--- config.mk ---
export PLATFORM = sky130hd
export DESIGN_NAME = dsp_rx_irq_ctrl_flat
export DESIGN_NICKNAME = d
export VERILOG_FILES = /design/src/rtl/dsp_rx_irq_ctrl_if.sv /design/src/rtl/dsp_rx_irq_ctrl.sv /design/src/flat_wrapper.sv
export SDC_FILE = /design/constraint.sdc
export NUM_CORES = 1
export LEC_CHECK = 0
export CAP_MARGIN = 20
export CELL_PAD_IN_SITES_DETAIL_PLACEMENT = 1
export CELL_PAD_IN_SITES_GLOBAL_PLACEMENT = 2
export CORE_ASPECT_RATIO = 0.75
export CORE_MARGIN = 5
export CORE_UTILIZATION = 28
export DETAILED_ROUTE_END_ITERATION = 10
export GPL_ROUTABILITY_DRIVEN = 0
export HOLD_SLACK_MARGIN = 0.1
export PLACE_DENSITY = 0.64
export SLEW_MARGIN = 25
export SYNTH_ARGS = -nofsm -noshare
export SYNTH_HDL_FRONTEND = slang
export SYNTH_SLANG_ARGS = --single-unit
export TNS_END_PERCENT = 30
--- constraint.sdc ---
create_clock -name clk_50m -period 2.7 [get_ports clk_50m]
set_clock_uncertainty 0.05 [all_clocks]
set_input_delay 0.27 -clock clk_50m [delete_from_list [all_inputs] [get_ports clk_50m]]
set_output_delay 0.27 -clock clk_50m [all_outputs]
set_load 0.05 [all_outputs]
--- src/rtl/dsp_rx_irq_ctrl_if.sv ---
// Request/acknowledge and status bundle between the store/readout stage, the DSP
// and the receive interrupt controller.
interface dsp_rx_irq_ctrl_if;
   logic        read_quest;
   logic        dsp_ack;
   logic        slot_interrupt;
   logic        irq_enable;
   logic        dsp_receive_interrupt;
   logic        busy;
   logic        irq_pending;
   logic [10:0] irq_count_slot;
   logic [10:0] irq_count_last;
   logic [7:0]  overrun_count;
   logic [7:0]  timeout_count;

   modport master (
      output read_quest, dsp_ack, slot_interrupt, irq_enable,
      input  dsp_receive_interrupt, busy, irq_pending,
      input  irq_count_slot, irq_count_last, overrun_count, timeout_count
   );

   modport slave (
      input  read_quest, dsp_ack, slot_interrupt, irq_enable,
      output dsp_receive_interrupt, busy, irq_pending,
      output irq_count_slot, irq_count_last, overrun_count, timeout_count
   );
endinterface

--- src/rtl/dsp_rx_irq_ctrl.sv ---
// Turns store-ram read requests into fixed-width DSP receive interrupts, tracks the
// DSP acknowledge, queues one request while busy and keeps overrun/timeout/slot counts.
module dsp_rx_irq_ctrl #(
   parameter int unsigned IRQ_WIDTH   = 100,
   parameter int unsigned ACK_TIMEOUT = 5000
) (
   input  logic             clk_50m,
   input  logic             cfg_rst,
   dsp_rx_irq_ctrl_if.slave bus
);

   localparam int unsigned WCNT_W = $clog2(IRQ_WIDTH + 1);
   localparam int unsigned TCNT_W = $clog2(ACK_TIMEOUT + 1);
   localparam logic [WCNT_W-1:0] WCNT_LAST = WCNT_W'(IRQ_WIDTH - 1);
   localparam logic [TCNT_W-1:0] TCNT_LAST = TCNT_W'(ACK_TIMEOUT - 1);

   typedef enum logic [1:0] {
      S_IDLE,
      S_ASSERT,
      S_WAIT_ACK
   } state_e;

   state_e            state_q, state_d;
   logic [WCNT_W-1:0] wcnt_q, wcnt_d;
   logic [TCNT_W-1:0] tcnt_q, tcnt_d;
   logic              ack_seen_q, ack_seen_d;
   logic              pend_q, pend_d;
   logic [7:0]        ovr_q, ovr_d;
   logic [7:0]        tmo_q, tmo_d;
   logic [10:0]       slot_q, slot_d;
   logic [10:0]       last_q, last_d;

   logic              rq_d_q;
   logic              rq_arm_q;
   logic              ack_s1_q, ack_s2_q, ack_s3_q;

   logic              req_edge;
   logic              ack_edge;
   logic              start;
   logic              tmo_hit;

   // rq_arm_q stays low until read_quest is seen low, so a level held across reset
   // release is not mistaken for a fresh request.
   assign req_edge = bus.read_quest & ~rq_d_q & rq_arm_q;
   assign ack_edge = ack_s2_q & ~ack_s3_q;

   always_ff @(posedge clk_50m or posedge cfg_rst) begin
      if (cfg_rst) begin
         rq_d_q   <= 1'b0;
         rq_arm_q <= 1'b0;
         ack_s1_q <= 1'b0;
         ack_s2_q <= 1'b0;
         ack_s3_q <= 1'b0;
      end else begin
         rq_d_q   <= bus.read_quest;
         rq_arm_q <= rq_arm_q | ~bus.read_quest;
         ack_s1_q <= bus.dsp_ack;
         ack_s2_q <= ack_s1_q;
         ack_s3_q <= ack_s2_q;
      end
   end

   always_ff @(posedge clk_50m or posedge cfg_rst) begin
      if (cfg_rst) begin
         state_q <= S_IDLE;
      end else begin
         state_q <= state_d;
      end
   end

   always_comb begin
      state_d    = state_q;
      wcnt_d     = wcnt_q;
      tcnt_d     = tcnt_q;
      ack_seen_d = ack_seen_q;
      start      = 1'b0;
      tmo_hit    = 1'b0;
      case (state_q)
         S_IDLE: begin
            if (bus.irq_enable & (req_edge | pend_q)) begin
               state_d    = S_ASSERT;
               wcnt_d     = '0;
               ack_seen_d = 1'b0;
               start      = 1'b1;
            end
         end
         S_ASSERT: begin
            if (ack_edge) begin
               ack_seen_d = 1'b1;
            end
            if (wcnt_q == WCNT_LAST) begin
               state_d = (ack_seen_q | ack_edge) ? S_IDLE : S_WAIT_ACK;
               tcnt_d  = '0;
            end else begin
               wcnt_d = wcnt_q + 1'b1;
            end
         end
         S_WAIT_ACK: begin
            if (ack_edge) begin
               state_d = S_IDLE;
            end else if (tcnt_q == TCNT_LAST) begin
               state_d = S_IDLE;
               tmo_hit = 1'b1;
            end else begin
               tcnt_d = tcnt_q + 1'b1;
            end
         end
         default: begin
            state_d = S_IDLE;
         end
      endcase
   end

   always_comb begin
      pend_d = pend_q;
      ovr_d  = ovr_q;
      tmo_d  = tmo_q;
      slot_d = slot_q;
      last_d = last_q;

      if (!bus.irq_enable || start) begin
         pend_d = 1'b0;
      end else if (req_edge && (state_q != S_IDLE)) begin
         if (!pend_q) begin
            pend_d = 1'b1;
         end else if (ovr_q != '1) begin
            ovr_d = ovr_q + 1'b1;
         end
      end

      if (tmo_hit && (tmo_q != '1)) begin
         tmo_d = tmo_q + 1'b1;
      end

      // An interrupt starting on the slot boundary belongs to the new slot.
      if (bus.slot_interrupt) begin
         last_d = slot_q;
         slot_d = start ? 11'd1 : '0;
      end else if (start && (slot_q != '1)) begin
         slot_d = slot_q + 1'b1;
      end
   end

   always_ff @(posedge clk_50m or posedge cfg_rst) begin
      if (cfg_rst) begin
         wcnt_q     <= '0;
         tcnt_q     <= '0;
         ack_seen_q <= 1'b0;
         pend_q     <= 1'b0;
         ovr_q      <= '0;
         tmo_q      <= '0;
         slot_q     <= '0;
         last_q     <= '0;
      end else begin
         wcnt_q     <= wcnt_d;
         tcnt_q     <= tcnt_d;
         ack_seen_q <= ack_seen_d;
         pend_q     <= pend_d;
         ovr_q      <= ovr_d;
         tmo_q      <= tmo_d;
         slot_q     <= slot_d;
         last_q     <= last_d;
      end
   end

   assign bus.dsp_receive_interrupt = (state_q == S_ASSERT);
   assign bus.busy                  = (state_q != S_IDLE);
   assign bus.irq_pending           = pend_q;
   assign bus.irq_count_slot        = slot_q;
   assign bus.irq_count_last        = last_q;
   assign bus.overrun_count         = ovr_q;
   assign bus.timeout_count         = tmo_q;

endmodule

--- src/flat_wrapper.sv ---
// flat-port wrapper written by rule: the top's interface ports become plain ports
module dsp_rx_irq_ctrl_flat 
#(
   parameter int unsigned IRQ_WIDTH   = 100,
   parameter int unsigned ACK_TIMEOUT = 5000
)
  (clk_50m, cfg_rst, bus_read_quest, bus_dsp_ack, bus_slot_interrupt, bus_irq_enable, bus_dsp_receive_interrupt, bus_busy, bus_irq_pending, bus_irq_count_slot, bus_irq_count_last, bus_overrun_count, bus_timeout_count);
  dsp_rx_irq_ctrl_if bus_i ();
  input  logic clk_50m;
  input  logic cfg_rst;
  input wire logic [$bits(bus_i.read_quest)-1:0] bus_read_quest;
  input wire logic [$bits(bus_i.dsp_ack)-1:0] bus_dsp_ack;
  input wire logic [$bits(bus_i.slot_interrupt)-1:0] bus_slot_interrupt;
  input wire logic [$bits(bus_i.irq_enable)-1:0] bus_irq_enable;
  output wire logic [$bits(bus_i.dsp_receive_interrupt)-1:0] bus_dsp_receive_interrupt;
  output wire logic [$bits(bus_i.busy)-1:0] bus_busy;
  output wire logic [$bits(bus_i.irq_pending)-1:0] bus_irq_pending;
  output wire logic [$bits(bus_i.irq_count_slot)-1:0] bus_irq_count_slot;
  output wire logic [$bits(bus_i.irq_count_last)-1:0] bus_irq_count_last;
  output wire logic [$bits(bus_i.overrun_count)-1:0] bus_overrun_count;
  output wire logic [$bits(bus_i.timeout_count)-1:0] bus_timeout_count;
  assign bus_i.read_quest = bus_read_quest;
  assign bus_i.dsp_ack = bus_dsp_ack;
  assign bus_i.slot_interrupt = bus_slot_interrupt;
  assign bus_i.irq_enable = bus_irq_enable;
  assign bus_dsp_receive_interrupt = bus_i.dsp_receive_interrupt;
  assign bus_busy = bus_i.busy;
  assign bus_irq_pending = bus_i.irq_pending;
  assign bus_irq_count_slot = bus_i.irq_count_slot;
  assign bus_irq_count_last = bus_i.irq_count_last;
  assign bus_overrun_count = bus_i.overrun_count;
  assign bus_timeout_count = bus_i.timeout_count;
  dsp_rx_irq_ctrl #(.IRQ_WIDTH(IRQ_WIDTH), .ACK_TIMEOUT(ACK_TIMEOUT)) u_core (.clk_50m(clk_50m), .cfg_rst(cfg_rst), .bus(bus_i));
endmodule
# Word-level counts from Yosys, hierarchy flattened

Cells that the tools add are included.
W data, S select, Z words.

Add/subtract/negate cells: 5
Eq/ne operators: 14
Mux-type cells: 26
Bitwise operators: 11
Reduce and logical (&&, ||, !) cells: 16

Operator list:

| operator                | count |
|---|---|
| $mux W13                | 3 |
| $pmux W13 S2            | 1 |
| $mux W11                | 2 |
| $add A8 B1 Y8 const B   | 2 |
| $ne A8 B8 Y1 const B    | 2 |
| $mux W7                 | 2 |
| $pmux W7 S2             | 1 |
| $add A13 B1 Y13 const B | 1 |
| $eq A13 B13 Y1 const B  | 1 |
| $add A11 B1 Y11 const B | 1 |
| $ne A11 B11 Y1 const B  | 1 |
| $mux W1                 | 10 |
| $mux W2                 | 5 |
| $reduce_bool A2 Y1      | 5 |
| $reduce_and A3 Y1       | 3 |
| $reduce_and A4 Y1       | 2 |
| $add A7 B1 Y7 const B   | 1 |
| $eq A7 B7 Y1 const B    | 1 |
| $ne A2 B1 Y1 const B    | 3 |
| $ne A2 B2 Y1 const B    | 3 |
| $pmux W2 S3             | 1 |
| $and A1 B1 Y1           | 4 |
| $not A1 Y1              | 4 |
| $logic_and A1 B1 Y1     | 3 |
| 8 further kinds         | 10 |

Flip-flop bits (word level): 67
Bits of input ports: 6
Output and inout port bits: 41
Word-level logic and storage cells: 86

# Longest topological paths before layout

Gate-level depths: netlist (run 1).

Word-level depth: 10
Depth in mapped cells: 7
Depth with buffers taken out: 6

# Least setup slack after synthesis (run 1)

Ideal clock, no wire load.

Kind: reg-to-reg
Start point: register u_core.state_q[0]
End point: register u_core.tcnt_q[5]
Library setup time: 0.128 ns
Arrival: 2.108 ns
Required time: 2.522 ns
Setup slack: 0.414 ns
Cell stages (with the launch flop): 7
Buffers on the path: 1
Clock period less this slack: 2.286 ns
Cells stage by stage: dfrtp_1 -> nor2b_1 -> and4_1 -> clkbuf_1 -> a21oi_1 -> o21ai_0 -> o31ai_1

Longest elaborated chain between the ends: 3
Elaborated cells between the ends (all ways): 8
Those cells by class: 5 x eq/ne; 1 x mux; 2 x reduce/logical

RTL lines:

| what                                                         | RTL line               | text |
|---|---|---|
| start: declaration                                           | dsp_rx_irq_ctrl.sv:23  | `state_e state_q, state_d;` |
| start signal: assignment                                     | dsp_rx_irq_ctrl.sv:67  | `state_q <= state_d;` |
| $eq A2 B1 Y1 *                                               | -                      |  |
| named net bus_dsp_receive_interrupt                          | flat_wrapper.sv:15     | `output wire logic [$bits(bus_i.dsp_receive_interrupt)-1:0] bus_dsp_receive_interrupt;` |
| $ne A2 B1 Y1 (no line) or $reduce_bool A2 Y1 (tied branches) | -                      |  |
| $reduce_and A4 Y1 (no line)                                  | -                      |  |
| end signal: assignment                                       | dsp_rx_irq_ctrl.sv:156 | `tcnt_q <= tcnt_d;` |
| end: declaration                                             | dsp_rx_irq_ctrl.sv:25  | `logic [TCNT_W-1:0] tcnt_q, tcnt_d;` |

The timed path passes the listed nets; every way through them passes the cells marked *.
A chain may end at the register's enable or synchronous reset.

# Final worst setup path (run 1)

Start point: register u_core.state_q[0]
End point: output port bus_dsp_receive_interrupt

Longest elaborated chain between the ends: 1

RTL lines:

| what             | RTL line               | text |
|---|---|---|
| $eq A2 B1 Y1     | dsp_rx_irq_ctrl.sv:166 | `assign bus.dsp_receive_interrupt = (state_q == S_ASSERT);` |
| end: declaration | flat_wrapper.sv:15     |  |

Every way passes these cells.

==> results of run 1 <==
[synthesized netlist by cell type, types with 2 or more instances]
master / count / area (um^2)
a21oi_1: 4 / 20.0
a31oi_1: 3 / 18.8
and2_1: 2 / 12.5
and3_1: 14 / 87.6
and4_1: 7 / 61.3
buf_6: 2 / 22.5
clkbuf_1: 5 / 18.8
dfrtp_1: 67 / 1680
ha_1: 5 / 62.6
inv_1: 6 / 22.5
mux2_2: 14 / 158
nand2_1: 18 / 67.6
nand3_1: 12 / 60.1
nand4_1: 20 / 125
nor2_1: 25 / 93.8
nor2b_1: 3 / 18.8
nor3_1: 2 / 10.0
nor4b_1: 3 / 26.3
o211ai_1: 2 / 15.0
o21ai_0: 5 / 25.0
o31ai_1: 3 / 22.5
xnor2_1: 17 / 149
xor2_1: 16 / 140
[registers in the layout, indices dropped and copies added, names as in the netlist]
name	cells
u_core.bus.irq_count_slot	11
u_core.bus.timeout_count	8
u_core.ack_s2_q	1
u_core.rq_d_q	1
u_core.bus.irq_pending	1
u_core.wcnt_q	7
u_core.tcnt_q	13
u_core.ack_seen_q	1
u_core.bus.irq_count_last	11
u_core.state_q	2
u_core.bus.overrun_count	8
u_core.ack_s1_q	1
u_core.rq_arm_q	1
u_core.ack_s3_q	1
[power breakdown]
group	internal [mW]	leakage, nW	switching (mW)
logic	0.165	0.765	0.255
registers	1.09	0.899	0.0875
clock network	0.809	0.153	0.425
total	2.06	1.82	0.768
[final timing paths]
path,start,endpoint,slack (ns),depth (start not counted)
setup / recovery,u_core.state_q[0]$_DFFE_PP0P_,bus_dsp_receive_interrupt,0.36,2
hold / removal,cfg_rst,u_core.bus.overrun_count[4]$_DFFE_PP0P_,0.20,2
setup reg to reg,u_core.tcnt_q[3]$_DFFE_PP0P_,u_core.bus.timeout_count[1]$_DFFE_PP0P_,0.48,4
hold reg to reg,u_core.ack_s1_q$_DFF_PP0_,u_core.ack_s2_q$_DFF_PP0_,0.30,0
max in group asynchronous,cfg_rst,u_core.bus.irq_count_slot[10]$_DFFE_PP0P_,1.80,3
min in group clk_50m,u_core.ack_s1_q$_DFF_PP0_,u_core.ack_s2_q$_DFF_PP0_,0.30,0
[worst register-to-register path, stage by stage, from the launching register on]
cell and delay (ns):
dfrtp_1 0.49, or4b_4 0.60, nor4_4 0.23, and3_1 0.36, mux2_2 0.37
[per-layer routing]
layer	track usage	vias up	routed length [um]
met5	0	-	0
met4	0.0356	0	83
met3	0.0372	9	350
met2	0.165	50	3080
met1	0.177	1148	3950
li1	-	1099	-
[logic make-up after synthesis]
kind of cell | count (synthesis) | share of synthesized area
adder cells (fa/ha/maj) | 5 | 0.0202
AND/OR/NAND/NOR | 117 | 0.218
multiplexers | 15 | 0.0540
buffers and inverters | 14 | 0.0222
AO/OA/AOI/OAI | 24 | 0.0524
XOR/XNOR | 33 | 0.0931
flip-flops | 67 | 0.540
[layout make-up]
class | count | share of cell area
sequential | 67 | 0.411
tap | 140 | 0.0429
clock inverter | 6 | 0.0221
inverter | 6 | 0.00551
timing repair buffer | 54 | 0.131
clock buffer | 10 | 0.0561
multi-input combinational | 194 | 0.332
[per-stage QoR]
stage	cells	hold WS, ns	power, mW
finish	477	0.202	2.83
global route	477	0.221	2.98
CTS	477	0.204	2.89
detailed placement	461	0.287	1.62
global placement	461	0.288	1.61
floorplan	275	0.251	1.47
==> impl_metrics.env, run 1 <==
export IMPL_synth_fp_nets=286
export IMPL_synthArstFlopShare=1.00
export IMPL_synth_edf_count=0
export IMPL_cp_start_kind="register"
export IMPL_max_freq_ghz=0.428
export IMPL_ff_latch_area_um2=1680
export IMPL_vias_per_cell=4.83
export IMPL_outcome="complete, no violations"
export IMPL_yosysUniqueCellTypes=43
export IMPL_worstPathArrival_ns=2.02
export IMPL_final_area_um2=4080
export IMPL_ys_seq_area_frac=0.540
export IMPL_final_cell_mix="dfrtp_1 (67), clkdlybuf4s50_1 (46), nor2_1 (25), nand4_1 (20), nand2_1 (18)"
export IMPL_clock_latency_ns=0.33
export IMPL_cellLeakagePower_nw=1.82
export IMPL_p_per_area_nw_per_um2=694
export IMPL_fin_util=0.375
export IMPL_ctsHoldBuffers=0
export IMPL_cts_buffers=9
export IMPL_final_max_slew_viol_count=0
export IMPL_post_place_ws_ns=0.489
export IMPL_layout_nets=343
export IMPL_path_cells="nor2b_1 -> clkdlybuf4s50_1"
export IMPL_hold_viol=0
export IMPL_io_pins=47
export IMPL_synth_seq_cells=67
export IMPL_drt_pass1_iter_count=4
export IMPL_die_width_um=132
export IMPL_ant_nets=0
export IMPL_syn_area_per_cell_um2=11.3
export IMPL_antenna_cells=0
export IMPL_worstPathMaxFanout=6
export IMPL_cts_tree="done"
export IMPL_hold_class="in2async"
export IMPL_worstMarginPinSlew_ns=0.619
export IMPL_routed_wl_um=7470
export IMPL_ys_flop_type="dfrtp_1"
export IMPL_avgRoutedWirePerCell_um=15.7
export IMPL_fin_tns_setup_ns=0
export IMPL_maxSlewHeadroom=0.584
export IMPL_max_clock_path_buffers=2
export IMPL_track_usage=0.119
export IMPL_cp_slowest_cell="clkdlybuf4s50_1"
export IMPL_multi_input_comb_area_um2=1360
export IMPL_dieHeight_um=101
export IMPL_final_common_cell="dfrtp_1"
export IMPL_critPathBufInv=1
export IMPL_max_stage_delay_ns=0.89
export IMPL_crit_family="buffers and inverters"
export IMPL_io_buffers=46
export IMPL_syn2layout_area_growth_pct=31.6
export IMPL_dp_hpwl_um=5380
export IMPL_drt_iter0_drc=125
export IMPL_rsz0062_at_grt="false"
export IMPL_grt_pass1_vias=2434
export IMPL_fin_crit_ns=2.34
export IMPL_drc=0
export IMPL_cp_data_required_time_ns=2.38
export IMPL_synth_cells=275
export IMPL_htree_num_levels=3
export IMPL_max_cap_violations=0
export IMPL_criticalPathCategory="reg2out"
export IMPL_grt_antenna_before_repair=0
export IMPL_setup_slack_ns=0.363
export IMPL_synth_cell_area_um2=3100
export IMPL_setup_viol=0
export IMPL_grt_overflow_total=0
export IMPL_dieArea_um2=13300
export IMPL_post_cts_resized=0
export IMPL_vias=2306
export IMPL_post_cts_buffers=0
export IMPL_cts_root_buffer="clkbuf_16"
export IMPL_fillers=1235
export IMPL_drive_above_1_share=0.134
export IMPL_clock_sinks=67
export IMPL_grt_max_degree=33
export IMPL_endpoint_kind="output pin"
export IMPL_clk_pin_slew_worst_paths_ns=0.06
export IMPL_num_rows=33
export IMPL_floorplan_initialDensity=0.285
export IMPL_grt_pass1_wl_um=12800
export IMPL_finalCritPeriodShare=0.866
export IMPL_yosysWarningCount=0
export IMPL_postPlaceCellArea_um2=3760
export IMPL_core_area_um2=10900
export IMPL_ir_drop_uv=397
No activity file was read; power rests on OpenSTA's default activity.
==> run 2: changes to the inputs <==
--- a/config.mk
+++ b/config.mk
@@ -12,9 +12,11 @@
 export CORE_MARGIN = 5
 export CORE_UTILIZATION = 28
 export DETAILED_ROUTE_END_ITERATION = 10
+export DONT_BUFFER_PORTS = 1
 export GPL_ROUTABILITY_DRIVEN = 0
 export HOLD_SLACK_MARGIN = 0.1
-export PLACE_DENSITY = 0.64
+export PLACE_DENSITY = 0.56
+export SKIP_LAST_GASP = 1
 export SLEW_MARGIN = 25
 export SYNTH_ARGS = -nofsm -noshare
 export SYNTH_HDL_FRONTEND = slang
==> impl_metrics.env, run 2 (same netlist as run 1, synthesis figures left out) <==
export IMPL_ir_drop_uv=408
export IMPL_dp_hpwl_um=5470
export IMPL_cts_buffers=9
export IMPL_hold_class="reg2reg"
export IMPL_drive_above_1_share=0.190
export IMPL_clk_pin_slew_worst_paths_ns=0.06
export IMPL_grt_pass1_wl_um=12800
export IMPL_post_cts_resized=0
export IMPL_endpoint_kind="register"
export IMPL_ant_nets=0
export IMPL_finalCritPeriodShare=0.822
export IMPL_antenna_cells=0
export IMPL_drt_iter0_drc=76
export IMPL_dieArea_um2=13300
export IMPL_maxSlewHeadroom=0.379
export IMPL_floorplan_initialDensity=0.285
export IMPL_grt_antenna_before_repair=0
export IMPL_fillers=1213
export IMPL_hold_ws_ns=0.297
export IMPL_cts_tree="done"
export IMPL_setup_viol=0
export IMPL_final_common_cell="dfrtp_1"
export IMPL_grt_overflow_total=0
export IMPL_p_per_area_nw_per_um2=704
export IMPL_grt_max_degree=44
export IMPL_drt_pass1_iter_count=4
export IMPL_finalNonFillerCells=450
export IMPL_final_max_slew_viol_count=0
export IMPL_max_clock_path_buffers=2
export IMPL_cp_slowest_cell="or4b_4"
export IMPL_max_freq_ghz=0.450
export IMPL_vias=2218
export IMPL_vias_per_cell=4.93
export IMPL_place_inst=430
export IMPL_worstPathArrival_ns=2.38
export IMPL_worstPathMaxFanout=11
export IMPL_max_cap_violations=0
export IMPL_met2_usage=0.164
export IMPL_dieHeight_um=101
export IMPL_worstMarginPinSlew_ns=0.929
export IMPL_fin_crit_ns=2.22
export IMPL_syn2layout_area_growth_pct=20.8
export IMPL_clock_latency_ns=0.32
export IMPL_cts_root_buffer="clkbuf_16"
export IMPL_die_width_um=132
export IMPL_largest_reg_flops=13
export IMPL_rsz0062_at_grt="false"
export IMPL_use_met3=0.0477
export IMPL_fin_util=0.344
export IMPL_criticalPathCategory="reg2reg"
export IMPL_drc=0
export IMPL_avgRoutedWirePerCell_um=16.8
export IMPL_regMostFlops="u_core.tcnt_q"
export IMPL_htree_num_levels=3
export IMPL_post_cts_buffers=0
export IMPL_io_buffers=0
export IMPL_ctsHoldBuffers=5
export IMPL_max_stage_delay_ns=0.59
export IMPL_grt_pass1_vias=2280
export IMPL_num_rows=33
export IMPL_cellLeakagePower_nw=1.74
export IMPL_routed_wl_um=7540
export IMPL_hold_viol=0
export IMPL_fin_tns_setup_ns=0
export IMPL_layout_nets=317
export IMPL_track_usage=0.120
export IMPL_io_pins=47
export IMPL_grtUsageMet1=0.174
export IMPL_cp_data_required_time_ns=2.86
export IMPL_cp_start_kind="register"
export IMPL_final_cell_mix="dfrtp_1 (67), nor2_1 (25), buf_4 (22), nand4_1 (20), nand2_1 (18)"
export IMPL_gr_max_usage_layer="met1"
export IMPL_path_cells="or4b_4 -> nor4_4 -> and3_1 -> mux2_2"
export IMPL_outcome="complete, no violations"
export IMPL_core_area_um2=10900
export IMPL_clock_sinks=67
[run 2: cell count changes in the layout (fill, tap and decap cells not counted), sizes merged]
| cell | delta |
|---|---|
| clkinvlp | -1 |
| clkdlybuf4s50 | -46 |
| clkbuf | +3 |
| dlygate4sd3 | +5 |
| buf | +15 |
| bufinv | -2 |
| clkinv | -1 |
[run 2: power by group]
part           total (mW)  internal (mW)  leakage, nW  switching [mW]
Combinational       0.314          0.124        0.704           0.190
Clock                1.09          0.688        0.141           0.404
Sequential           1.23           1.09        0.899           0.145
[run 2: critical path: cells and delay by family (launching register included)]
family           cells  cell delay, ns
AND/OR/NAND/NOR      3            1.19
multiplexers         1            0.37
flip-flops           1            0.49
[run 2: path summary, 6_finish.rpt]
kind                                              start                                       to  slack (ns)  depth (start not counted)
setup / recovery           u_core.tcnt_q[3]$_DFFE_PP0P_  u_core.bus.timeout_count[1]$_DFFE_PP0P_        0.48                          4
hold / removal                u_core.ack_s1_q$_DFF_PP0_                u_core.ack_s2_q$_DFF_PP0_        0.30                          0
min in group asynchronous                       cfg_rst  u_core.bus.overrun_count[5]$_DFFE_PP0P_        0.41                          2
setup reg to reg           u_core.tcnt_q[3]$_DFFE_PP0P_  u_core.bus.timeout_count[1]$_DFFE_PP0P_        0.48                          4
max in group asynchronous                       cfg_rst             u_core.wcnt_q[0]$_DFFE_PP0P_        1.55                          3
hold reg to reg               u_core.ack_s1_q$_DFF_PP0_                u_core.ack_s2_q$_DFF_PP0_        0.30                          0
[run 2: stage by stage]
step           total power, mW  worst slack (ns)  area [um^2]
2_1_floorplan             1.47             0.414         3100
3_3_place_gp              1.55             0.510         3420
3_5_place_dp              1.56             0.481         3420
4_1_cts                   2.69             0.471         3750
5_1_grt                   2.79             0.341         3750
6_report                  2.64             0.480         3750
[run 2: routing by layer]
| layer | up-vias | wire, um | part of all wire |
|---|---|---|---|
| li1 | 1057 | - | - |
| met1 | 1110 | 3900 | 0.52 |
| met2 | 44 | 3120 | 0.41 |
| met3 | 7 | 456 | 0.060 |
| met4 | 0 | 66 | 0.0087 |
| met5 | - | 0 | 0 |
[run 2: final cells by class]
type,instances,area (um^2),share of cell area
Tap cell,140,175,0.0467
Clock buffer,13,270,0.0721
Inverter,6,22.5,0.00601
Multi-Input combinational cell,194,1360,0.362
Clock inverter,2,10.0,0.00267
Sequential cell,67,1680,0.447
Timing Repair Buffer,28,235,0.0628
==> run 3: changes to the inputs <==
--- a/config.mk
+++ b/config.mk
@@ -15,7 +15,7 @@
 export DONT_BUFFER_PORTS = 1
 export GPL_ROUTABILITY_DRIVEN = 0
 export HOLD_SLACK_MARGIN = 0.1
-export PLACE_DENSITY = 0.56
+export PLACE_DENSITY = 0.58
 export SKIP_LAST_GASP = 1
 export SLEW_MARGIN = 25
 export SYNTH_ARGS = -nofsm -noshare
==> constraint.sdc (replaced) <==
create_clock -name clk_50m -period 1.9 [get_ports clk_50m]
set_clock_uncertainty 0.05 [all_clocks]
set_input_delay 0.19 -clock clk_50m [delete_from_list [all_inputs] [get_ports clk_50m]]
set_output_delay 0.19 -clock clk_50m [all_outputs]
set_load 0.05 [all_outputs]
==> impl_metrics.env, run 3 (same netlist as run 1, synthesis figures left out) <==
export IMPL_worstMarginPinSlew_ns=0.977
export IMPL_io_pins=47
export IMPL_hold_class="in2reg"
export IMPL_die_width_um=132
export IMPL_clk_pin_slew_worst_paths_ns=0.06
export IMPL_endpoint_kind="register"
export IMPL_criticalPathCategory="reg2reg"
export IMPL_drc=0
export IMPL_ant_nets=0
export IMPL_final_area_um2=4120
export IMPL_grt_antenna_before_repair=0
export IMPL_clock_latency_ns=0.33
export IMPL_p_total_mw=4.08
export IMPL_max_freq_ghz=0.506
export IMPL_avgRoutedWirePerCell_um=15.7
export IMPL_worstPathArrival_ns=2.14
export IMPL_max_clock_path_buffers=2
export IMPL_setup_slack_ns=-0.0754
export IMPL_htree_num_levels=3
export IMPL_max_stage_delay_ns=0.55
export IMPL_num_rows=33
export IMPL_cts_root_buffer="clkbuf_16"
export IMPL_fin_tns_setup_ns=-0.260
export IMPL_p_per_area_nw_per_um2=990
export IMPL_grt_max_degree=51
export IMPL_worstPathMaxFanout=8
export IMPL_grt_pass1_wl_um=13100
export IMPL_final_cell_mix="dfrtp_1 (64), buf_4 (58), nor2_1 (25), nand4_1 (20), nand2_1 (18)"
export IMPL_drt_pass1_iter_count=4
export IMPL_cp_slowest_cell="or4b_4"
export IMPL_critPathBufInv=1
export IMPL_cp_start_kind="register"
export IMPL_rsz0062_at_grt="true"
export IMPL_hold_ws_ns=0.179
export IMPL_track_usage=0.122
export IMPL_final_common_cell="dfrtp_1"
export IMPL_vias=2328
export IMPL_routed_wl_um=7680
export IMPL_fin_crit_ns=1.98
export IMPL_grt_overflow_total=0
export IMPL_postPlaceCellArea_um2=3740
export IMPL_post_place_ws_ns=-0.0888
export IMPL_clock_sinks=67
export IMPL_hold_viol=0
export IMPL_dp_hpwl_um=5680
export IMPL_ir_drop_uv=441
export IMPL_outcome="complete, but fails checks"
export IMPL_largest_reg_flops=13
export IMPL_dieArea_um2=13300
export IMPL_fillers=1206
export IMPL_antenna_cells=0
export IMPL_path_cells="or4b_4 -> nor4_4 -> and3_1 -> buf_6 -> mux2_4"
export IMPL_crit_family="simple AND/OR/NAND/NOR gates"
export IMPL_grt_pass1_vias=2484
export IMPL_io_buffers=0
export IMPL_setup_viol=6
export IMPL_cts_buffers=9
export IMPL_drt_iter0_drc=78
export IMPL_syn2layout_area_growth_pct=32.8
export IMPL_core_area_um2=10900
export IMPL_regMostFlops="u_core.tcnt_q"
export IMPL_vias_per_cell=4.76
export IMPL_maxSlewHeadroom=0.347
export IMPL_drive_above_1_share=0.301
export IMPL_layout_nets=355
export IMPL_dieHeight_um=101
export IMPL_cts_tree="done"
export IMPL_cellLeakagePower_nw=1.97
export IMPL_violations="negative setup slack"
export IMPL_floorplan_initialDensity=0.285
export IMPL_final_max_slew_viol_count=0
export IMPL_cp_data_required_time_ns=2.06
export IMPL_max_cap_violations=0
export IMPL_finalCritPeriodShare=1.04
-- run 3: cell count changes in the layout (fill, tap and decap cells not counted), sizes merged --
cell,change
buf,+38
clkbuf,-4
bufinv,+2
clkinvlp,+2
inv,+1
-- run 3: final cells by class --
type	instances	area, um^2	share of cell area
well taps	140	175	0.0425
multi-input cells	194	1380	0.335
flip-flops and latches	67	1680	0.408
clock buffers	9	225	0.0546
repair buffers	66	537	0.130
clock inverters	7	98.8	0.0240
inverters	6	26.3	0.00638
-- run 3: power by group --
group	total, mW	internal (mW)	switching (mW)
sequential	1.67	1.55	0.119
clock	1.80	1.16	0.647
combinational	0.608	0.241	0.367
-- run 3: per-stage QoR --
| step | std cells | util |
|---|---|---|
| 6_report | 489 | 0.378 |
| 5_1_grt | 489 | 0.378 |
| 4_1_cts | 488 | 0.377 |
| 3_5_place_dp | 467 | 0.343 |
| 3_3_place_gp | 467 | 0.343 |
| 2_1_floorplan | 275 | - |
-- run 3: metal layers --
layer	track usage	share of wire	up-vias
met4	0.0474	0.016	0
met2	0.176	0.42	32
li1	-	-	1126
met1	0.171	0.52	1161
met5	0	0	-
met3	0.0382	0.042	9
-- run 3: final timing paths --
path	from	slack, ns	to	depth (start not counted)
max	u_core.tcnt_q[5]$_DFFE_PP0P_	-0.08	u_core.bus.timeout_count[1]$_DFFE_PP0P_	5
min	bus_irq_enable	0.18	u_core.bus.overrun_count[1]$_DFFE_PP0P_	3
max reg2reg	u_core.tcnt_q[5]$_DFFE_PP0P_	-0.08	u_core.bus.timeout_count[1]$_DFFE_PP0P_	5
min reg2reg	u_core.ack_s1_q$_DFF_PP0_	0.31	u_core.ack_s2_q$_DFF_PP0_	0
max in group asynchronous	cfg_rst	0.93	u_core.tcnt_q[3]$_DFFE_PP0P_	3
min in group asynchronous	cfg_rst	0.28	u_core.bus.overrun_count[6]$_DFFE_PP0P_	2
-- run 3: what timing repair did --
item,CTS,global route
gates resized for setup,1,0
pin swaps,3,1
buffers inserted,0,1
hold buffers,5,0
setup endpoints to repair,8,20
endpoints found under the hold margin,93,0
-- run 3: tightest hold or removal path, delay by kind of cell --
family,cells,cell delay (ns)
AOI/OAI and AO/OA,1,0.05
muxes,1,0.21
and+or+nand+nor,1,0.08
==> RTL change 1 (config.mk and constraints of run 3) <==
Make the reset (`cfg_rst`) synchronous in 3 clocked blocks.
--- a/src/rtl/dsp_rx_irq_ctrl.sv
+++ b/src/rtl/dsp_rx_irq_ctrl.sv
@@ -44,7 +44,7 @@
    assign req_edge = bus.read_quest & ~rq_d_q & rq_arm_q;
    assign ack_edge = ack_s2_q & ~ack_s3_q;
 
-   always_ff @(posedge clk_50m or posedge cfg_rst) begin
+   always_ff @(posedge clk_50m) begin
       if (cfg_rst) begin
          rq_d_q   <= 1'b0;
          rq_arm_q <= 1'b0;
@@ -60,7 +60,7 @@
       end
    end
 
-   always_ff @(posedge clk_50m or posedge cfg_rst) begin
+   always_ff @(posedge clk_50m) begin
       if (cfg_rst) begin
          state_q <= S_IDLE;
       end else begin
@@ -141,7 +141,7 @@
       end
    end
 
-   always_ff @(posedge clk_50m or posedge cfg_rst) begin
+   always_ff @(posedge clk_50m) begin
       if (cfg_rst) begin
          wcnt_q     <= '0;
          tcnt_q     <= '0;
Check against the original RTL: differs if cfg_rst is asserted again (counterexample within 4 cycles, from zero or initial values and one cycle with cfg_rst high); with cfg_rst held inactive, the same outputs for 10 cycles.
==> RTL change 1 against run 3 <==
- final area rose by 1.6%
- routed wire length rose by 27%
- sequential cell count did not move
- setup slack improved by 140 ps
- fmax rose by 7.8%
- global-route usage rose by 2.3 points
- synthesized area rose by 5.9%
- final cell count rose by 20%
- critical path type unchanged
- sequential share of layout area fell by 8.6 points
Power is not compared: it rests on default switching activity, and its combinational part moved more than twofold at a synthesized area within 25%.
==> RTL change 1: results (changes against run 3) <==
| Metric | Value |
|---|---|
| Nets | `433 (was 355)` |
| Post-CTS Setup Bufs | `0 (unchanged)` |
| Outcome | `completed (was finished with violations)` |
| Hold WS | `113 ps (was 179 ps)` |
| Crit path max fanout | `10 (was 8)` |
| Pre-CTS setup slack | `19.7 ps (was -88.8 ps)` |
| Dpl cells | `567 (was 467)` |
| First DRT Iteration DRCs | `99 (was 78)` |
| Syn nets | `379 (was 286)` |
| Hold EP | `u_core.bus.timeout_count[0]$_SDFFE_PP0P_ (was u_core.bus.overrun_count[1]$_DFFE_PP0P_)` |
| Top_reg_cell synth | `dfxtp_1 (was dfrtp_1)` |
| Register area share after synthesis | `40.8% (was 54.0%)` |
| Worst Hold Depth | `2 (was 3)` |
| WL/cell | `16.6 um (was 15.7 um)` |
| Multiplexer share of the synthesized area | `6.55% (was 5.40%)` |
| Post-Synth Adder-Cell Area | `1.90% (was 2.02%)` |
| Initial antenna violation count | `0 (unchanged)` |
| Area of placed instances | `3820 um^2 (was 3740 um^2)` |
| Vias in the first global route | `2992 (was 2484)` |
| Period utilization | `96.4% (was 104%)` |
| Register-to-Register Path Depth | `6 (was 5)` |
| Slew @ Worst Pin | `909 ps (was 977 ps)` |
| Synth Area in Compound Gates | `16.3% (was 5.24%)` |
| RR Endpoint | `u_core.bus.timeout_count[5]$_SDFFE_PP0P_ (was u_core.bus.timeout_count[1]$_DFFE_PP0P_)` |
| Register area | `1350 um^2 (was 1680 um^2)` |
| CTS resizes | `0 (was 1)` |
| Count of unique library cells instantiated by Yosys | `57 (was 43)` |
| XOR/XNOR share of the synthesized area | `1.60% (was 9.31%)` |
| Post-synthesis cell count | `368 (was 275)` |
| HP Start | `cfg_rst (was bus_irq_enable)` |
| Reg-to-reg slack, setup | `70 ps (was -80 ps)` |
| Most instantiated cells after synthesis | `dfxtp_1, a21oi_1, nor2_1 (was dfrtp_1, nor2_1, nand4_1)` |
| Post-detail-place hpwl | `6860 um (was 5680 um)` |
| Max VDD drop | `383 uV` |
| Largest net degree at the start of global routing | `50 (was 51)` |
| Share of cells above drive strength 1 | `22.2% (was 30.1%)` |
| GRT Overall Usage | `14.5% (was 12.2%)` |
| Fin cells | `589 (was 489)` |
| Fillers | `1366 (was 1206)` |
| First-pass GRT wire length | `16300 um (was 13100 um)` |
| Largest register FFs | `13 (unchanged)` |
| Asr flop ratio synth | `0% (was 100%)` |
| Worst Path Arrival | `2000 ps (was 2140 ps)` |
| Slowest CP cell | `mux2_1 (was or4b_4)` |
| Critical R2R Launch | `u_core.tcnt_q[1]$_SDFFE_PP0P_ (was u_core.tcnt_q[5]$_DFFE_PP0P_)` |
| Root Buffer Master | `clkbuf_16 (unchanged)` |
| Vias per cell | `5.05 (was 4.76)` |
| Crit-path max cell delay | `350 ps (was 550 ps)` |
| Dominant cells by area after synthesis | `dfxtp_1, mux2i_1, a21oi_1 (was dfrtp_1, mux2_2, xnor2_1)` |
[RTL change 1: how the worst max path moves through the flow]
stage,start,endpoint
global placement,u_core.tcnt_q[0]$_SDFFE_PP0P_,u_core.bus.timeout_count[4]$_SDFFE_PP0P_
global route,u_core.tcnt_q[1]$_SDFFE_PP0P_,u_core.bus.timeout_count[1]$_SDFFE_PP0P_
floorplan,u_core.bus.irq_count_slot[6]$_SDFFE_PP0P_,u_core.bus.irq_count_slot[0]$_SDFFE_PP0P_
detailed placement,u_core.tcnt_q[6]$_SDFFE_PP0P_,u_core.bus.timeout_count[4]$_SDFFE_PP0P_
finish,u_core.tcnt_q[1]$_SDFFE_PP0P_,u_core.bus.timeout_count[5]$_SDFFE_PP0P_
CTS,u_core.tcnt_q[6]$_SDFFE_PP0P_,u_core.bus.timeout_count[4]$_SDFFE_PP0P_
[RTL change 1: critical path, delay by kind of cell, from the launching register on]
kind | cells | cell delay, ps
and+or+nand+nor | 3 | 630
muxes | 1 | 350
DFF | 1 | 330
buffers and inverters | 1 | 190
adders and majority gates | 1 | 170
[RTL change 1: routing by layer]
metal  track usage [%]  vias to the layer above  routed length (um)
li1                  -                     1490                   -
met4              3.74                        0                 109
met5                 0                        -                   0
met2              19.9                       38                3990
met1              21.8                     1439                5250
met3              4.46                        9                 412
[RTL change 1: cell type report]
class	instances	share of cell area [%]
clock buffers	12	6.12
clock inverters	4	0.598
inverters	8	0.717
multi-input cells	273	43.5
flip-flops and latches	67	32.2
well taps	162	4.84
repair buffers	63	12.0
[RTL change 1: report_power, final]
| group | total (mW) | leakage (nW) | switching, mW | internal [mW] |
|---|---|---|---|---|
| Clock | 1.58 | 0.135 | 0.632 | 0.950 |
| Sequential | 1.42 | 0.543 | 0.00639 | 1.41 |
| Combinational | 0.120 | 0.884 | 0.0756 | 0.0440 |
==> RTL change 2 (flow settings as in run 3) <==
Without the edit above. `IRQ_WIDTH` is set to 100 in 2 places; all go to 200.
--- a/src/rtl/dsp_rx_irq_ctrl.sv
+++ b/src/rtl/dsp_rx_irq_ctrl.sv
@@ -1,7 +1,7 @@
 // Turns store-ram read requests into fixed-width DSP receive interrupts, tracks the
 // DSP acknowledge, queues one request while busy and keeps overrun/timeout/slot counts.
 module dsp_rx_irq_ctrl #(
-   parameter int unsigned IRQ_WIDTH   = 100,
+   parameter int unsigned IRQ_WIDTH   = 200,
    parameter int unsigned ACK_TIMEOUT = 5000
 ) (
    input  logic             clk_50m,
--- a/src/flat_wrapper.sv
+++ b/src/flat_wrapper.sv
@@ -1,7 +1,7 @@
 // flat-port wrapper written by rule: the top's interface ports become plain ports
 module dsp_rx_irq_ctrl_flat 
 #(
-   parameter int unsigned IRQ_WIDTH   = 100,
+   parameter int unsigned IRQ_WIDTH   = 200,
    parameter int unsigned ACK_TIMEOUT = 5000
 )
   (clk_50m, cfg_rst, bus_read_quest, bus_dsp_ack, bus_slot_interrupt, bus_irq_enable, bus_dsp_receive_interrupt, bus_busy, bus_irq_pending, bus_irq_count_slot, bus_irq_count_last, bus_overrun_count, bus_timeout_count);
Behaviour: no difference found for any inputs over 10 cycles, from zero or initial values and one cycle with cfg_rst high; that may be too few to reach the edited logic, so the function may still have changed.
==> RTL change 2 against run 3 <==
- final area rose by 5.9%
- critical path depth stayed put
- routed wire length increased by 17%
- sequential cell count rose by 1
- die area grew 7.6%
- synthesized cell count grew 15%
- via count increased by 16%
- synthesized area increased by 8.3%
- setup slack gained 140 ps
- largest cell class unchanged
Power is not compared: it rests on default switching activity, and its combinational part moved more than twofold at a synthesized area within 25%.
==> RTL change 2: results (changes against run 3) <==
| Metric | Value |
|---|---|
| Hold WS | `196 ps (was 179 ps)` |
| Crit path max fanout | `12 (was 8)` |
| Worst Path Arrival | `2030 ps (was 2140 ps)` |
| Reg-to-reg slack, setup | `60 ps (was -80 ps)` |
| Routed Wire Length | `8980 um (was 7680 um)` |
| Vias in the first global route | `2851 (was 2484)` |
| Critical R2R Launch | `u_core.rq_d_q$_DFF_PP0_ (was u_core.tcnt_q[5]$_DFFE_PP0P_)` |
| GRT Overall Usage | `13.5% (was 12.2%)` |
| Fillers | `1327 (was 1206)` |
| Vias | `2692 (was 2328)` |
| Most instantiated cells after synthesis | `dfrtp_1, a21oi_1, nand2_1 (was dfrtp_1, nor2_1, nand4_1)` |
| Outcome | `completed (was finished with violations)` |
| Count of unique library cells instantiated by Yosys | `56 (was 43)` |
| Nets | `388 (was 355)` |
| Hold EP | `u_core.bus.overrun_count[4]$_DFFE_PP0P_ (was u_core.bus.overrun_count[1]$_DFFE_PP0P_)` |
| Clock buffer depth | `2 (unchanged)` |
| Dominant cells by area after synthesis | `dfrtp_1, mux2_2, a21oi_1 (was dfrtp_1, mux2_2, xnor2_1)` |
| HP Start | `bus_read_quest (was bus_irq_enable)` |
| Syn nets | `326 (was 286)` |
| Register-to-Register Path Depth | `5 (unchanged)` |
| Post-detail-place hpwl | `6510 um (was 5680 um)` |
| Share of cells above drive strength 1 | `30.4% (was 30.1%)` |
| First-pass GRT wire length | `15400 um (was 13100 um)` |
| Most flop-heavy register | `u_core.tcnt_q (unchanged)` |
| Largest net degree at the start of global routing | `35 (was 51)` |
| Register area share after synthesis | `50.6% (was 54.0%)` |
| First DRT Iteration DRCs | `124 (was 78)` |
## RTL change 2: layout make-up
class | instances | share of cell area (%)
Clock buffer | 12 | 5.65
Clock inverter | 4 | 1.66
Inverter | 13 | 1.20
Multi-Input combinational cell | 223 | 35.9
Sequential cell | 68 | 39.4
Tap cell | 162 | 4.65
Timing Repair Buffer | 62 | 11.5
## RTL change 2: worst max-delay path: stages (launching register included)
cell and delay [ps]:
dfrtp_1 370, and3b_2 280, o211ai_2 150, buf_4 220, or4_1 510, a21oi_1 180
## RTL change 2: routing by layer
metal  global-route usage [%]  routed length, um  vias to the layer above
met5                        0                  0                        -
met4                     3.24                 70                        0
met3                     4.56                404                        7
met2                     19.4               3920                       41
met1                     19.3               4590                     1357
li1                         -                  -                     1287
## RTL change 2: logic make-up after synthesis
| logic type | share of synthesized area (%) |
|---|---|
| AO/OA/AOI/OAI | 12.3 |
| AND/OR/NAND/NOR | 21.9 |
| multiplexers | 5.62 |
| XOR/XNOR | 4.43 |
| adder cells (fa/ha/maj) | 1.86 |
| buffers and inverters | 3.28 |
| flip-flops | 50.6 |
## RTL change 2: what timing repair did
action	4_1_cts	5_1_grt
buffers inserted	0	0
gates resized for setup	0	3
endpoints found under the hold margin	85	0
hold buffers	6	0
endpoints found under the setup margin	0	19
## RTL change 2: through the flow
stage	TNS, ps	cell area (um^2)	total power [mW]	setup WS, ps	instances
2_1_floorplan	-215	3390	1.69	-139	315
5_1_grt	-73.9	4360	3.69	-18.5	544
4_1_cts	0	4350	3.61	10.0	544
3_3_place_gp	0	3960	1.75	106	522
3_5_place_dp	0	3960	1.76	39.0	522
6_report	0	4360	3.54	62.3	544
